### src/rtl/voq_output_scheduler.sv
`default_nettype none
// ============================================================================
// Module      : voq_output_scheduler
// Description : Per-output read scheduler for the second-stage VOQ bank.
//               Each lane round-robins over its non-empty source queues,
//               issues credit-limited reads, buffers returned words in a
//               2-entry FIFO and hands them to egress via valid/ready.
// Revision    : 1.0 - initial release
// ============================================================================
module voq_output_scheduler #(
    parameter int PORT_NUB_TOTAL = 4,
    parameter int DATA_WIDTH     = 8,
    parameter int WIDTH_SEL      = $clog2(PORT_NUB_TOTAL)
) (
    input  logic                                     clk,
    input  logic                                     rst,
    input  logic [PORT_NUB_TOTAL*PORT_NUB_TOTAL-1:0] voq_empty,
    input  logic [PORT_NUB_TOTAL*DATA_WIDTH-1:0]     voq_rd_data,
    output logic [PORT_NUB_TOTAL*WIDTH_SEL-1:0]      rd_sel,
    output logic [PORT_NUB_TOTAL-1:0]                rd_en,
    output logic [PORT_NUB_TOTAL-1:0]                out_valid,
    input  logic [PORT_NUB_TOTAL-1:0]                out_ready,
    output logic [PORT_NUB_TOTAL*DATA_WIDTH-1:0]     out_data,
    output logic [PORT_NUB_TOTAL*WIDTH_SEL-1:0]      out_src,
    output logic [PORT_NUB_TOTAL*16-1:0]             pkt_cnt
);

    localparam logic [WIDTH_SEL-1:0] c_last_src = WIDTH_SEL'(PORT_NUB_TOTAL - 1);
    localparam logic [WIDTH_SEL:0]   c_n_ext    = (WIDTH_SEL + 1)'(PORT_NUB_TOTAL);

    for (genvar i = 0; i < PORT_NUB_TOTAL; i++) begin : g_lane
        logic [PORT_NUB_TOTAL-1:0] w_empty;
        logic [WIDTH_SEL-1:0]      r_ptr;
        logic [WIDTH_SEL-1:0]      r_src_d;
        logic                      r_inflight;
        logic [1:0]                r_occ;
        logic                      r_rd_idx;
        logic                      r_wr_idx;
        logic [WIDTH_SEL-1:0]      r_fifo_src  [2];
        logic [DATA_WIDTH-1:0]     r_fifo_data [2];
        logic [15:0]               r_cnt;
        logic [WIDTH_SEL-1:0]      w_grant;
        logic [WIDTH_SEL:0]        w_sum;
        logic                      w_found;
        logic                      w_pop;
        logic                      w_credit_ok;
        logic                      w_issue;

        assign w_empty = voq_empty[i*PORT_NUB_TOTAL +: PORT_NUB_TOTAL];
        assign w_pop   = (r_occ != 2'd0) & out_ready[i];

        // Round-robin search: first non-empty source starting at r_ptr
        always_comb begin
            w_found = 1'b0;
            w_grant = r_ptr;
            w_sum   = '0;
            for (int k = 0; k < PORT_NUB_TOTAL; k++) begin
                w_sum = {1'b0, r_ptr} + (WIDTH_SEL + 1)'(k);
                if (w_sum >= c_n_ext) begin
                    w_sum = w_sum - c_n_ext;
                end
                if (!w_found && !w_empty[w_sum[WIDTH_SEL-1:0]]) begin
                    w_found = 1'b1;
                    w_grant = w_sum[WIDTH_SEL-1:0];
                end
            end
        end

        // A pop this cycle frees a slot, so the credit test subtracts it.
        // occ + inflight never exceeds 2, so the 3-bit result cannot wrap.
        assign w_credit_ok = ({1'b0, r_occ} + {2'b00, r_inflight} - {2'b00, w_pop}) < 3'd2;
        assign w_issue     = w_found & w_credit_ok & ~rst;

        // Pointer advance and in-flight read tracking
        always_ff @(posedge clk or posedge rst) begin
            if (rst) begin
                r_ptr      <= '0;
                r_src_d    <= '0;
                r_inflight <= 1'b0;
            end else begin
                r_inflight <= w_issue;
                if (w_issue) begin
                    r_ptr   <= (w_grant == c_last_src) ? '0 : w_grant + WIDTH_SEL'(1);
                    r_src_d <= w_grant;
                end
            end
        end

        // Two-entry output FIFO: captures the word returned for last cycle's read
        always_ff @(posedge clk or posedge rst) begin
            if (rst) begin
                r_occ          <= 2'd0;
                r_rd_idx       <= 1'b0;
                r_wr_idx       <= 1'b0;
                r_fifo_src[0]  <= '0;
                r_fifo_src[1]  <= '0;
                r_fifo_data[0] <= '0;
                r_fifo_data[1] <= '0;
            end else begin
                if (r_inflight) begin
                    r_fifo_src[r_wr_idx]  <= r_src_d;
                    r_fifo_data[r_wr_idx] <= voq_rd_data[i*DATA_WIDTH +: DATA_WIDTH];
                    r_wr_idx              <= ~r_wr_idx;
                end
                if (w_pop) begin
                    r_rd_idx <= ~r_rd_idx;
                end
                case ({r_inflight, w_pop})
                    2'b10:   r_occ <= r_occ + 2'd1;
                    2'b01:   r_occ <= r_occ - 2'd1;
                    default: r_occ <= r_occ;
                endcase
            end
        end

        // Delivered-word counter, wraps modulo 2^16
        always_ff @(posedge clk or posedge rst) begin
            if (rst) begin
                r_cnt <= 16'd0;
            end else if (w_pop) begin
                r_cnt <= r_cnt + 16'd1;
            end
        end

        // rd_sel shows the grant while issuing, otherwise the last granted source
        assign rd_en[i]                               = w_issue;
        assign rd_sel[i*WIDTH_SEL +: WIDTH_SEL]       = w_issue ? w_grant : r_src_d;
        assign out_valid[i]                           = (r_occ != 2'd0);
        assign out_data[i*DATA_WIDTH +: DATA_WIDTH]   = r_fifo_data[r_rd_idx];
        assign out_src[i*WIDTH_SEL +: WIDTH_SEL]      = r_fifo_src[r_rd_idx];
        assign pkt_cnt[i*16 +: 16]                    = r_cnt;
    end

endmodule
`default_nettype wire
### config.mk
export PLATFORM = sky130hd
export DESIGN_NAME = voq_output_scheduler
export DESIGN_NICKNAME = d
export VERILOG_FILES = /design/src/rtl/voq_output_scheduler.sv
export SDC_FILE = /design/constraint.sdc
export NUM_CORES = 1
export LEC_CHECK = 0
export ABC_AREA = 1
export CAP_MARGIN = 20
export CORE_MARGIN = 8
export CORE_UTILIZATION = 40
export CTS_CLUSTER_DIAMETER = 30
export CTS_CLUSTER_SIZE = 12
export DETAILED_ROUTE_END_ITERATION = 6
export PLACE_DENSITY = 0.71
export RECOVER_POWER = 100
export SLEW_MARGIN = 40
export SYNTH_ARGS = -nofsm -noshare
export SYNTH_HDL_FRONTEND = slang
export SYNTH_SLANG_ARGS = --single-unit
### constraint.sdc
create_clock -name clk -period 12.3 [get_ports clk]
set_input_delay 3.075 -clock clk [delete_from_list [all_inputs] [get_ports clk]]
set_output_delay 3.075 -clock clk [all_outputs]
set_load 0.1 [all_outputs]
# Word-level counts from Yosys, hierarchy flattened
# Cells that the tools add are included.
[totals] register_bits=180 out_inout_bits=120 input_bits=54
[op_classes] n_mux=140 n_lt_le_gt_ge=48 n_eq_ne=12 n_reduce_logical=44 addsub=52 bitwise_logic=29
[ops] cell="$mux 8" count=16
[ops] cell="$mux 2" count=56
[ops] cell="$add 16x1->16 const B" count=4
[ops] cell="$bwmux 16" count=4
[ops] cell="$lt 2x3->1 const B" count=16
[ops] cell="$sub 2x1->2 const B" count=20
[ops] cell="$ge 3x3->1 const B" count=12
[ops] cell="$bmux 1 s2" count=16
[ops] cell="$demux 8 s1" count=4
[ops] cell="$mux 1" count=32
[ops] cell="$add 2x2->3 const B" count=8
[ops] cell="$logic_not 1->1" count=20
[ops] cell="$add 2x1->2 const B" count=8
[ops] cell="$bwmux 4" count=4
[ops] cell="$eq 2x2->1 const B" count=8
[ops] cell="$ge 2x2->1 const B" count=8
[ops] cell="$logic_and 1x1->1" count=16
[ops] cell="$not 1->2" count=8
[ops] cell="$pmux 2 s2" count=4
[ops] cell="$reduce_bool 2->1" count=8
[ops] cell="$add 2x1->3" count=4
[ops] cell="$add 2x1->3 const B" count=4
[ops] cell="$and 1x1->1" count=12
[ops] cell="$ge 2x3->1 const B" count=4
[ops] cell="other kinds (6)" count=29

# Longest topological paths before layout
# Gate-level depths: netlist of the first run.
[depth] word_depth=17 ltp_mapped=17

# Worst setup path before layout of the first run
# No wires, ideal clock.
[synth_path] path_kind="input to output" startpoint="in out_ready[1]" endpoint="out rd_sel[3]" path_stages=11 arrival_time_ns=5.862 setup_slack_ns=3.363 cell_sequence="nand2_4 > nor2_1 > or2_2 > nand2_1 > fa_1 > o21ai_0 > nor2_1 > nand2_1 > nor2_4 > inv_1 > o21ai_1"
[synth_between] elab_chain_cells=6
[synth_lines] item="start: declaration" line_no="22" rtl="input logic [PORT_NUB_TOTAL-1:0] out_ready,"
[synth_lines] item="$and 1x1->1" line_no="50" rtl="assign w_pop = (r_occ != 2'd0) & out_ready[i];"
[synth_lines] item="$sub 3x1->3" line_no="71" rtl="assign w_credit_ok = ({1'b0, r_occ} + {2'b00, r_inflight} - {2'b00, w_pop}) < 3'd2;"
[synth_lines] item="$lt 3x2->1" line_no="71"
[synth_lines] item="$and 1x1->1 (2 in series)" line_no="72" rtl="assign w_issue = w_found & w_credit_ok & ~rst;"
[synth_lines] item="net g_lane[1].w_issue" line_no="47" rtl="logic w_issue;"
[synth_lines] item="$mux 2"
[synth_lines] item="end: declaration" line_no="19" rtl="output logic [PORT_NUB_TOTAL*WIDTH_SEL-1:0] rd_sel,"
# The timed path passes the listed nets, and every way through them passes these cells.

# Worst setup path after layout of the first run
[layout_path] startpoint="in out_ready[2]" endpoint="out rd_sel[5]"
[layout_between] elab_chain_cells=6
[layout_lines] item="$and 1x1->1" line_no="50"
[layout_lines] item="$sub 3x1->3" line_no="71"
[layout_lines] item="$lt 3x2->1" line_no="71"
[layout_lines] item="$and 1x1->1 (2 in series)" line_no="72"
[layout_lines] item="$mux 2"
# No other way between the ends.

==> summary.txt, run 1 <==
Placed design
  – Placed Area: 0.0108 mm2
  – Post-DP HPWL: 16.6 mm
  – RD Place Congestion: 0.828
  – PortBufs: 173

Routing
  – Via density: 4.68
  – Routed via count: 7,959
  – Initial DRC Count: 550
  – First-pass DRT Iterations: 5
  – Post-route DRC violation count: 0
  – ANT nets after route: 0
  – Wirelength per Cell: 13.1 um
  – Drt total wl: 22.2 mm

Outcome
  – Status: complete, but fails checks
  – Failing checks: max-capacitance violations, max-slew violations

STA
  – RSZ-0062 raised after global routing: no
  – Max Freq: 0.101 GHz
  – Fin crit share: 80.4%
  – Tmin final: 9890 ps
  – Final hold violations: 0
  – Setup Skew: 11.0 ps
  – Final setup TNS: 0 ps
  – Final setup fails: 0
  – Final Slew Violations: 142
  – Rel. slew slack: -180%
  – Worst slew pin tran: 4200 ps

Worst setup path
  – Worst-path maximum fanout: 8
  – Crit end category: primary output
  – Worst setup SP type: primary input
  – CP Data Arrival Time: 6820 ps
  – Worst R2R Path Depth: 12
  – R2R setup slack: 9370 ps
  – Critical Setup Path Class: in2out
  – CP required: 9220 ps

GRT
  – Initial antenna violation count: 4
  – Total GRT Usage: 15.6%
  – First-pass GRT wire length: 37.2 mm
  – Number of global-route vias before repair: 7,623
  – Largest net degree at the start of global routing: 81
  – Remaining Overflow, GRT: 0

Clocking
  – Clk pin slew, worst setup/hold paths: 70 ps
  – CTS Buf Count: 17
  – H-tree Lvls: 4
  – CTS tree: yes
  – CTS Buffer Depth: 2
  – Hold-fix buffers, CTS: 0
  – Cts repair resizes: 0
  – CTS Sinks: 180
  – Root Driver: clkbuf_16
  – Worst-Skew Late Latency: 420 ps
  – Post-CTS Setup Bufs: 0

Min path
  – Cells on Worst Hold Path: 1
  – Worst Hold Class: reg2reg

Synth
  – Seq/Total Area, Yosys: 47.3%
  – Number of flops mapped to enable cells by yosys: 0
  – Mapped Cells: 1,212
  – Post-synth design cell area: 0.00952 mm2
  – Mapped Nets: 1,274
  – Yosys reg bits: 180
  – Yosys Warn Count: 0
  – Avg Inst Size Synth: 7.86 um2
  – Main flop type after synthesis: dfrtp_1
  – Async S/R FF share, synth: 100%
  – Distinct cells, synth: 37

Die
  – Initial Util: 40.7%
  – Die Area: 0.0290 mm2
  – Die X-Extent: 170 um
  – Num ports: 174
  – Core Region: 0.0234 mm2
  – Die Ht: 170 um
  – Num rows: 56

Job
  – Max_cap viols: 2

Layout
  – Final core utilization: 47.8%
  – Final instance area: 0.0112 mm2
  – Share of layout cells above drive strength 1: 6.02%
  – Most common cell after layout, fill and taps aside: nand2_1
  – # fillers: 2,415
  – Area Growth Syn to Fin: 17.4%
  – Commonest non-fill, non-tap cells in the layout: 469 x nand2_1, 180 x dfrtp_1, 121 x clkbuf_1, 120 x inv_1, 98 x o21ai_0
  – Nets@finish: 1,428
==> worst paths after layout <==
| path | start | endpoint |
|---|---|---|
| max in group asynchronous | rst | g_lane[3].r_cnt[6] |
| hold / removal | g_lane[2].r_cnt[15] | g_lane[2].r_cnt[15] |
| min in group asynchronous | rst | g_lane[2].r_fifo_src[3] |
| hold reg to reg | g_lane[2].r_cnt[15] | g_lane[2].r_cnt[15] |
| setup reg to reg | g_lane[2].r_occ[1] | g_lane[2].r_src_d[1] |
| setup / recovery | out_ready[2] | rd_sel[5] |
==> worst max-delay path: stages <==
cell	delay (ps)
dlygate4sd3_1	620
nand2_1	210
nor2_1	240
o21ai_0	160
fa_1	510
o21ai_0	80
nor2_1	80
nand2_1	60
nor2_1	470
inv_2	90
o21ai_0	330
clkbuf_1	900
==> layout make-up <==
cell class                      count  area, um2  share of cell area, %
Sequential cell                   180       4500                   40.3
Multi-Input combinational cell    859       4150                   37.1
Inverter                          133        510                   4.56
Clock buffer                       17        425                   3.80
Clock inverter                     15        201                   1.80
Antenna cell                        2       5.00                 0.0448
Tap cell                          319        399                   3.57
Timing Repair Buffer              175        990                   8.85
==> metrics by stage <==
step | hold WS [ps] | setup WS [ps] | cells
2_1_floorplan | 453 | 3360 | 1212
3_3_place_gp | 458 | 2640 | 1666
3_5_place_dp | 459 | 3300 | 1666
4_1_cts | 469 | 3290 | 1698
5_1_grt | 497 | 1520 | 1700
6_report | 467 | 2410 | 1700
==> synth_stat cells, types with 2 or more instances <==
cell type | n | area [um2]
ha_1 | 4 | 50.1
nand3_2 | 2 | 20.0
nand4_2 | 4 | 50.1
nand2_4 | 4 | 45.0
fa_1 | 4 | 80.1
nor2_1 | 37 | 139
nor3b_4 | 2 | 37.5
buf_6 | 6 | 67.6
a21oi_1 | 7 | 35.0
nand4_1 | 9 | 56.3
nand2_1 | 464 | 1740
inv_2 | 13 | 48.8
nor2_4 | 8 | 90.1
nand3_1 | 94 | 470
buf_4 | 10 | 75.1
dfrtp_1 | 180 | 4500
mux2_2 | 2 | 22.5
xnor2_1 | 22 | 193
clkbuf_1 | 24 | 90.1
nor2_2 | 11 | 68.8
or2_2 | 6 | 37.5
o21a_1 | 4 | 30.0
inv_1 | 116 | 435
nor3_2 | 3 | 30.0
xor2_1 | 41 | 359
inv_4 | 4 | 25.0
o21ai_0 | 93 | 465
o21ai_2 | 3 | 26.3
o21ai_1 | 5 | 25.0
nand2_2 | 16 | 100
nor3_1 | 8 | 40.0
==> flip-flops by register name, summed over array words and instances (netlist names), named ones only <==
register            count
g_lane.r_ptr            4
g_lane.r_rd_idx         4
g_lane.r_fifo_data     64
g_lane.r_cnt           64
g_lane.r_occ            8
g_lane.r_inflight       4
g_lane.r_wr_idx         4
g_lane.r_src_d          8
g_lane.r_fifo_src      16
==> metal layers <==
metal  GRT usage [%]  vias up  share of wire (%)
li1                -     4093                  -
met2            24.4      151                 46
met1            20.8     3686                 47
met3            3.87       25                5.1
met5               0        -              0.086
met4            5.57        4                1.7
==> kinds of logic (layout without fill, tap and decap cells) <==
group / Yosys count / after routing / share of synthesized area (%)
muxes: 2 / 2 / 0.236
other: 0 / 2 / 0
adders and majority gates: 8 / 8 / 1.37
buffers and inverters: 173 / 340 / 7.79
AOI/OAI and AO/OA: 113 / 113 / 6.28
and+or+nand+nor: 673 / 673 / 31.2
xor gates and xnor gates: 63 / 63 / 5.79
DFF: 180 / 180 / 47.3
Power of run 1 is left out: the tool's default activity adds up to more than one toggle a clock period on the data nets, which glitch-free logic cannot reach.
==> run 2, diff against run 1 <==
- clock period: 12.3 -> 9.66 ns (I/O delays scaled with it)
==> summary.txt, run 2 (synthesis gave the netlist of run 1 again) <==
Placed design
  – Placed Area: 0.0109 mm2 (about the same)
  – PortBufs: 173 (unchanged)
  – Placed cell count: 1,665 (-0.060%)
  – Post-DP HPWL: 16.4 mm (-1.2%)
  – RD Place Congestion: 0.827 (about the same)

Clocking
  – CTS tree: yes
  – Post-CTS Setup Bufs: 0 (unchanged)
  – Worst-Skew Late Latency: 420 ps (about the same)
  – H-tree Lvls: 4 (unchanged)
  – CTS Buf Count: 17 (unchanged)
  – Clk pin slew, worst setup/hold paths: 70 ps (about the same)
  – Cts repair resizes: 0 (unchanged)
  – CTS Sinks: 180 (unchanged)
  – Hold-fix buffers, CTS: 0 (unchanged)
  – CTS Buffer Depth: 2 (unchanged)
  – Root Driver: clkbuf_16

Routing
  – First-pass DRT Iterations: 7 (+2)
  – Via density: 4.72 (+0.78%)
  – Drt total wl: 22.1 mm (-0.31%)
  – Initial DRC Count: 624 (+13%)
  – Routed via count: 8,007 (+0.60%)
  – Wirelength per Cell: 13.1 um (-0.13%)
  – Post-route DRC violation count: 0 (unchanged)
  – ANT nets after route: 0 (unchanged)

Worst setup path
  – Cell family with most CP delay: buffers and inverters
  – Crit path largest cell delay: 910 ps (about the same)
  – Worst r2r src: g_lane[2].r_occ[1]
  – Critical Setup Path Class: in2out
  – Worst setup SP type: primary input
  – Worst path cell trace: dlygate4sd3_1 > nand2_1 > nor2_1 > o21ai_0 > fa_1 > o21ai_0 > nor2_1 > nand2_1 > nor2_1 > o21a_1 > clkbuf_1
  – Worst-path maximum fanout: 8 (unchanged)
  – CP max stage cell: clkbuf_1
  – CP required: 7250 ps (-1970 ps)
  – CP Buf/Inv Count: 2 (-1)
  – Beginning of the critical path: out_ready[2]
  – Most frequent CP cell: nor2_1
  – CP Data Arrival Time: 5970 ps (-850 ps)
  – Crit end category: primary output

Die
  – Num ports: 174 (unchanged)
  – Num rows: 56 (unchanged)
  – Core Region: 0.0234 mm2 (unchanged)
  – Die Area: 0.0290 mm2 (unchanged)
  – Initial Util: 40.7% (unchanged)
  – Die Ht: 170 um (unchanged)
  – Die X-Extent: 170 um (unchanged)

Job
  – Max_cap viols: 2 (unchanged)

Layout
  – # fillers: 2,400 (-0.62%)
  – Multi-input logic area: 0.00415 mm2 (about the same)
  – Commonest non-fill, non-tap cells in the layout: 468 x nand2_1, 180 x dfrtp_1, 120 x inv_1, 116 x clkbuf_1, 98 x o21ai_0
  – Area of all sequential standard cells: 0.00450 mm2 (unchanged)
  – Area Growth Syn to Fin: 17.3%
  – Most common cell after layout, fill and taps aside: nand2_1
  – Final instance area: 0.0112 mm2 (-0.11%)
  – Antenna cell count: 0 (-2)
  – Post-route insts no fill: 1,697 (-0.18%)
  – Largest regs: g_lane.r_cnt (64), g_lane.r_fifo_data (64), g_lane.r_fifo_src (16)
  – Share of layout cells above drive strength 1: 6.31% (+0.29 points)
  – Nets@finish: 1,427 (-0.070%)

GRT
  – Gr busiest metal: met2
  – Largest net degree at the start of global routing: 100 (+23%)
  – Remaining Overflow, GRT: 0 (unchanged)
  – First-pass GRT wire length: 37.4 mm (+0.43%)
  – Initial antenna violation count: 1 (-3)
  – Met3 global-route usage: 3.20% (-0.67 points)
  – Number of global-route vias before repair: 7,742 (+1.6%)
  – Total GRT Usage: 15.6% (-0.033 points)
  – M2 GR Usage: 25.4% (+0.96 points)
  – Met1 usage: 20.2% (-0.64 points)

STA
  – Final Slew Violations: 183 (+29%)
  – Tmin final: 8390 ps
  – Final setup fails: 0 (unchanged)
  – Worst slew pin tran: 4340 ps (+137 ps)
  – Fin crit share: 86.8%
  – Setup Skew: 10.5 ps (-0.473 ps)
  – Worst hold slack: 466 ps (-0.954 ps)
  – Final setup TNS: 0 ps (unchanged)
  – Max Freq: 0.119 GHz
  – Final hold violations: 0 (unchanged)
  – Rel. slew slack: -191% (-11 points)
  – RSZ-0062 raised after global routing: no

Outcome
  – Failing checks: max-capacitance violations, max-slew violations
  – Status: complete, but fails checks

Min path
  – Hold_sp: g_lane[0].r_cnt[15]
  – Worst Hold Class: reg2reg
-- run 2: per-layer routing --
layer	wire (um)	vias up	part of all wire [%]
li1	-	4081	-
met1	10300	3710	46
met2	10300	189	47
met3	1170	25	5.3
met4	372	2	1.7
met5	17	-	0.077
-- run 2: cell type report --
cell class / instances / share of cell area (%)
Sequential cell: 180 / 40.3
Inverter: 133 / 4.57
Tap cell: 319 / 3.57
Clock buffer: 17 / 3.81
Timing Repair Buffer: 174 / 8.94
Multi-Input combinational cell: 859 / 37.2
Clock inverter: 15 / 1.64
-- run 2: path summary, 6_finish.rpt --
| kind | slack, ps | cells after the start | end |
|---|---|---|---|
| worst max-delay path | 1270 | 11 | rd_sel[4] |
| min in group asynchronous | 4070 | 2 | g_lane[2].r_fifo_src[2] |
| max in group asynchronous | 2240 | 3 | g_lane[3].r_fifo_data[5] |
| worst min register to register | 470 | 1 | g_lane[0].r_cnt[15] |
| worst min-delay path | 470 | 1 | g_lane[0].r_cnt[15] |
| worst max register to register | 6690 | 12 | g_lane[2].r_src_d[1] |
-- run 2: worst reg2reg max path: cells and delay by family, from the launching register on --
| kind | cells | cell delay, ps |
|---|---|---|
| fa+ha+maj | 1 | 500 |
| flops | 1 | 420 |
| simple gates | 6 | 1120 |
| compound gates | 3 | 520 |
| buf+inv | 2 | 320 |
-- run 2: through the flow --
stage	utilization, %	setup slack, ps
after CTS	49.0	2080
after global routing	47.7	970
final	47.7	1270
after global placement	48.8	1430
after floorplan	-	2040
after detailed placement	46.4	2080
Power of run 2 is left out for the same reason.
==> run 3, diff against run 2 <==
- ABC_AREA: 1 -> default
- PLACE_DENSITY: 0.71 -> 0.72
==> summary.txt, run 3 <==
Placed design
  – RD Place Congestion: 0.809 (-2.2%)
  – PortBufs: 173 (unchanged)
  – Post-DP HPWL: 13.8 mm (-16%)
  – Setup slack after placement: 1960 ps (-129 ps)

Min path
  – Hold_sp: g_lane[3].r_cnt[15]
  – Cells on Worst Hold Path: 1 (unchanged)
  – End point of the worst hold path: g_lane[3].r_cnt[15]
  – Worst Hold Class: reg2reg

Die
  – Die Area: 0.0263 mm2 (-9.3%)
  – Num ports: 174 (unchanged)
  – Die X-Extent: 162 um (-4.8%)
  – Core Region: 0.0210 mm2 (-10%)
  – Die Ht: 162 um (-4.8%)
  – Initial Util: 40.7% (about the same)
  – Num rows: 53 (-5.4%)

Layout
  – Commonest non-fill, non-tap cells in the layout: 180 x dfrtp_1, 125 x clkbuf_1, 124 x mux2_2, 58 x nand2_1, 51 x xnor2_1
  – Area Growth Syn to Fin: 20.6%
  – Antenna cell count: 0 (unchanged)
  – Nets@finish: 955 (-33%)
  – Most common cell after layout, fill and taps aside: dfrtp_1
  – Largest regs: g_lane.r_cnt (64), g_lane.r_fifo_data (64), g_lane.r_fifo_src (16)
  – Share of layout cells above drive strength 1: 17.9% (+12 points)
  – # fillers: 1,933 (-19%)

Clocking
  – CTS Buf Count: 17 (unchanged)
  – CTS Sinks: 180 (unchanged)
  – Root Driver: clkbuf_16
  – CTS Buffer Depth: 2 (unchanged)
  – Post-CTS Setup Bufs: 0 (unchanged)
  – H-tree Lvls: 4 (unchanged)
  – CTS tree: yes
  – Worst-Skew Late Latency: 420 ps (about the same)
  – Cts repair resizes: 0 (unchanged)
  – Hold-fix buffers, CTS: 0 (unchanged)
  – Clk pin slew, worst setup/hold paths: 70 ps (about the same)

GRT
  – Number of global-route vias before repair: 5,951 (-23%)
  – First-pass GRT wire length: 30.6 mm (-18%)
  – Largest net degree at the start of global routing: 58 (-42%)
  – Initial antenna violation count: 1 (unchanged)
  – Total GRT Usage: 14.3% (-1.3 points)
  – Remaining Overflow, GRT: 0 (unchanged)

Synth
  – Yosys Warn Count: 0 (unchanged)
  – Commonest cells in the netlist: 180 x dfrtp_1, 124 x mux2_2, 58 x nand2_1
  – Yosys top cell area share: 52.7% (+5.4 points)
  – Async S/R FF share, synth: 100% (unchanged)
  – Post-synth design cell area: 0.00855 mm2 (-10%)
  – Yosys reg bits: 180 (unchanged)
  – Mapped Nets: 786 (-38%)
  – Largest cells by area after synthesis: dfrtp_1 53%, mux2_2 16%, xnor2_1 5.2%
  – Distinct cells, synth: 46 (+24%)
  – Number of flops mapped to enable cells by yosys: 0 (unchanged)
  – Mapped Cells: 724 (-40%)
  – Avg Inst Size Synth: 11.8 um2 (+50%)
  – Main flop type after synthesis: dfrtp_1
  – Count leader, synth: dfrtp_1
  – Synth area leader: dfrtp_1
  – Seq/Total Area, Yosys: 52.7% (+5.4 points)

STA
  – RSZ-0062 raised after global routing: no
  – Max Freq: 0.121 GHz (+1.2%)
  – Tmin final: 8290 ps (-95.6 ps)
  – Final Slew Violations: 116 (-37%)
  – Final hold violations: 0 (unchanged)
  – Final setup margin: 1370 ps (+95.6 ps)
  – Setup Skew: 12.4 ps (+1.95 ps)
  – Rel. slew slack: -99.2% (+92 points)
  – Worst slew pin tran: 2990 ps (-1350 ps)
  – Final setup fails: 0 (unchanged)
  – Fin crit share: 85.8% (-0.99 points)
  – Final setup TNS: 0 ps (unchanged)

Worst setup path
  – Crit end category: primary output
  – Worst R2R Path Depth: 8 (-4)
  – Critical Setup Path Class: in2out
  – CP Data Arrival Time: 5880 ps (-90 ps)
  – CP required: 7250 ps (about the same)
  – Worst r2r src: g_lane[2].r_occ[1]
  – Worst setup SP type: primary input
  – R2R setup slack: 6930 ps (+240 ps)
  – Worst-path maximum fanout: 5 (-3)

Routing
  – First-pass DRT Iterations: 5 (-2)
  – Routed via count: 5,971 (-25%)
  – Drt total wl: 18.7 mm (-16%)
  – Via density: 5.06 (+7.2%)
  – ANT nets after route: 0 (unchanged)
  – Wirelength per Cell: 15.8 um (+21%)
  – Initial DRC Count: 225 (-64%)
  – Post-route DRC violation count: 0 (unchanged)

Job
  – Max_cap viols: 2 (unchanged)

Outcome
  – Failing checks: max-capacitance violations, max-slew violations
  – Status: complete, but fails checks
[run 3: worst max path at each step]
stage | start | endpoint
6_report | out_ready[2] | rd_sel[4]
2_1_floorplan | rst | rd_sel[0]
5_1_grt | out_ready[2] | rd_sel[4]
3_5_place_dp | out_ready[2] | rd_sel[4]
4_1_cts | out_ready[2] | rd_sel[4]
3_3_place_gp | out_ready[1] | rd_sel[3]
[run 3: kinds of logic after synthesis]
logic type               Yosys count  share of synthesized area, %
adder cells (fa/ha/maj)            8                          1.52
AO/OA/AOI/OAI                     95                          7.00
flip-flops                       180                          52.7
XOR/XNOR                          76                          7.79
AND/OR/NAND/NOR                  197                          12.4
buffers and inverters             44                          2.22
multiplexers                     124                          16.3
[run 3: area by class of cell]
| cell class | count | area [um2] | share of cell area (%) |
|---|---|---|---|
| clock buffers | 17 | 425 | 4.13 |
| flip-flops and latches | 180 | 4500 | 43.7 |
| clock inverters | 15 | 160 | 1.55 |
| well taps | 275 | 344 | 3.34 |
| inverters | 16 | 61.3 | 0.595 |
| repair buffers | 178 | 1000 | 9.70 |
| multi-input cells | 500 | 3810 | 37.0 |
[run 3: through the flow]
| stage | area [um2] | hold slack, ps | cells | util [%] |
|---|---|---|---|---|
| 3_5_place_dp | 9950 | 462 | 1149 | 47.3 |
| 6_report | 10300 | 474 | 1181 | 49.0 |
| 3_3_place_gp | 10500 | 459 | 1149 | 50.1 |
| 5_1_grt | 10300 | 499 | 1181 | 49.0 |
| 4_1_cts | 10500 | 471 | 1181 | 50.1 |
| 2_1_floorplan | 8550 | 452 | 724 | - |
[run 3: layer usage]
layer  up-vias  track usage (%)  part of all wire [%]
met4         2             3.54                  0.66
met2       136             22.2                    46
met1      2927             19.0                    47
li1       2897                -                     -
met3         9             4.45                   5.6
met5         -                0                 0.070
[run 3: critical path, stage by stage]
cell	delay, ps
dlygate4sd3_1	610
inv_1	100
nor3b_1	330
a21oi_1	110
nand2b_1	170
fa_1	380
xnor2_1	140
nand3_1	140
o21bai_1	290
o21ai_0	290
clkbuf_1	900
Power of run 3 is left out for the same reason.
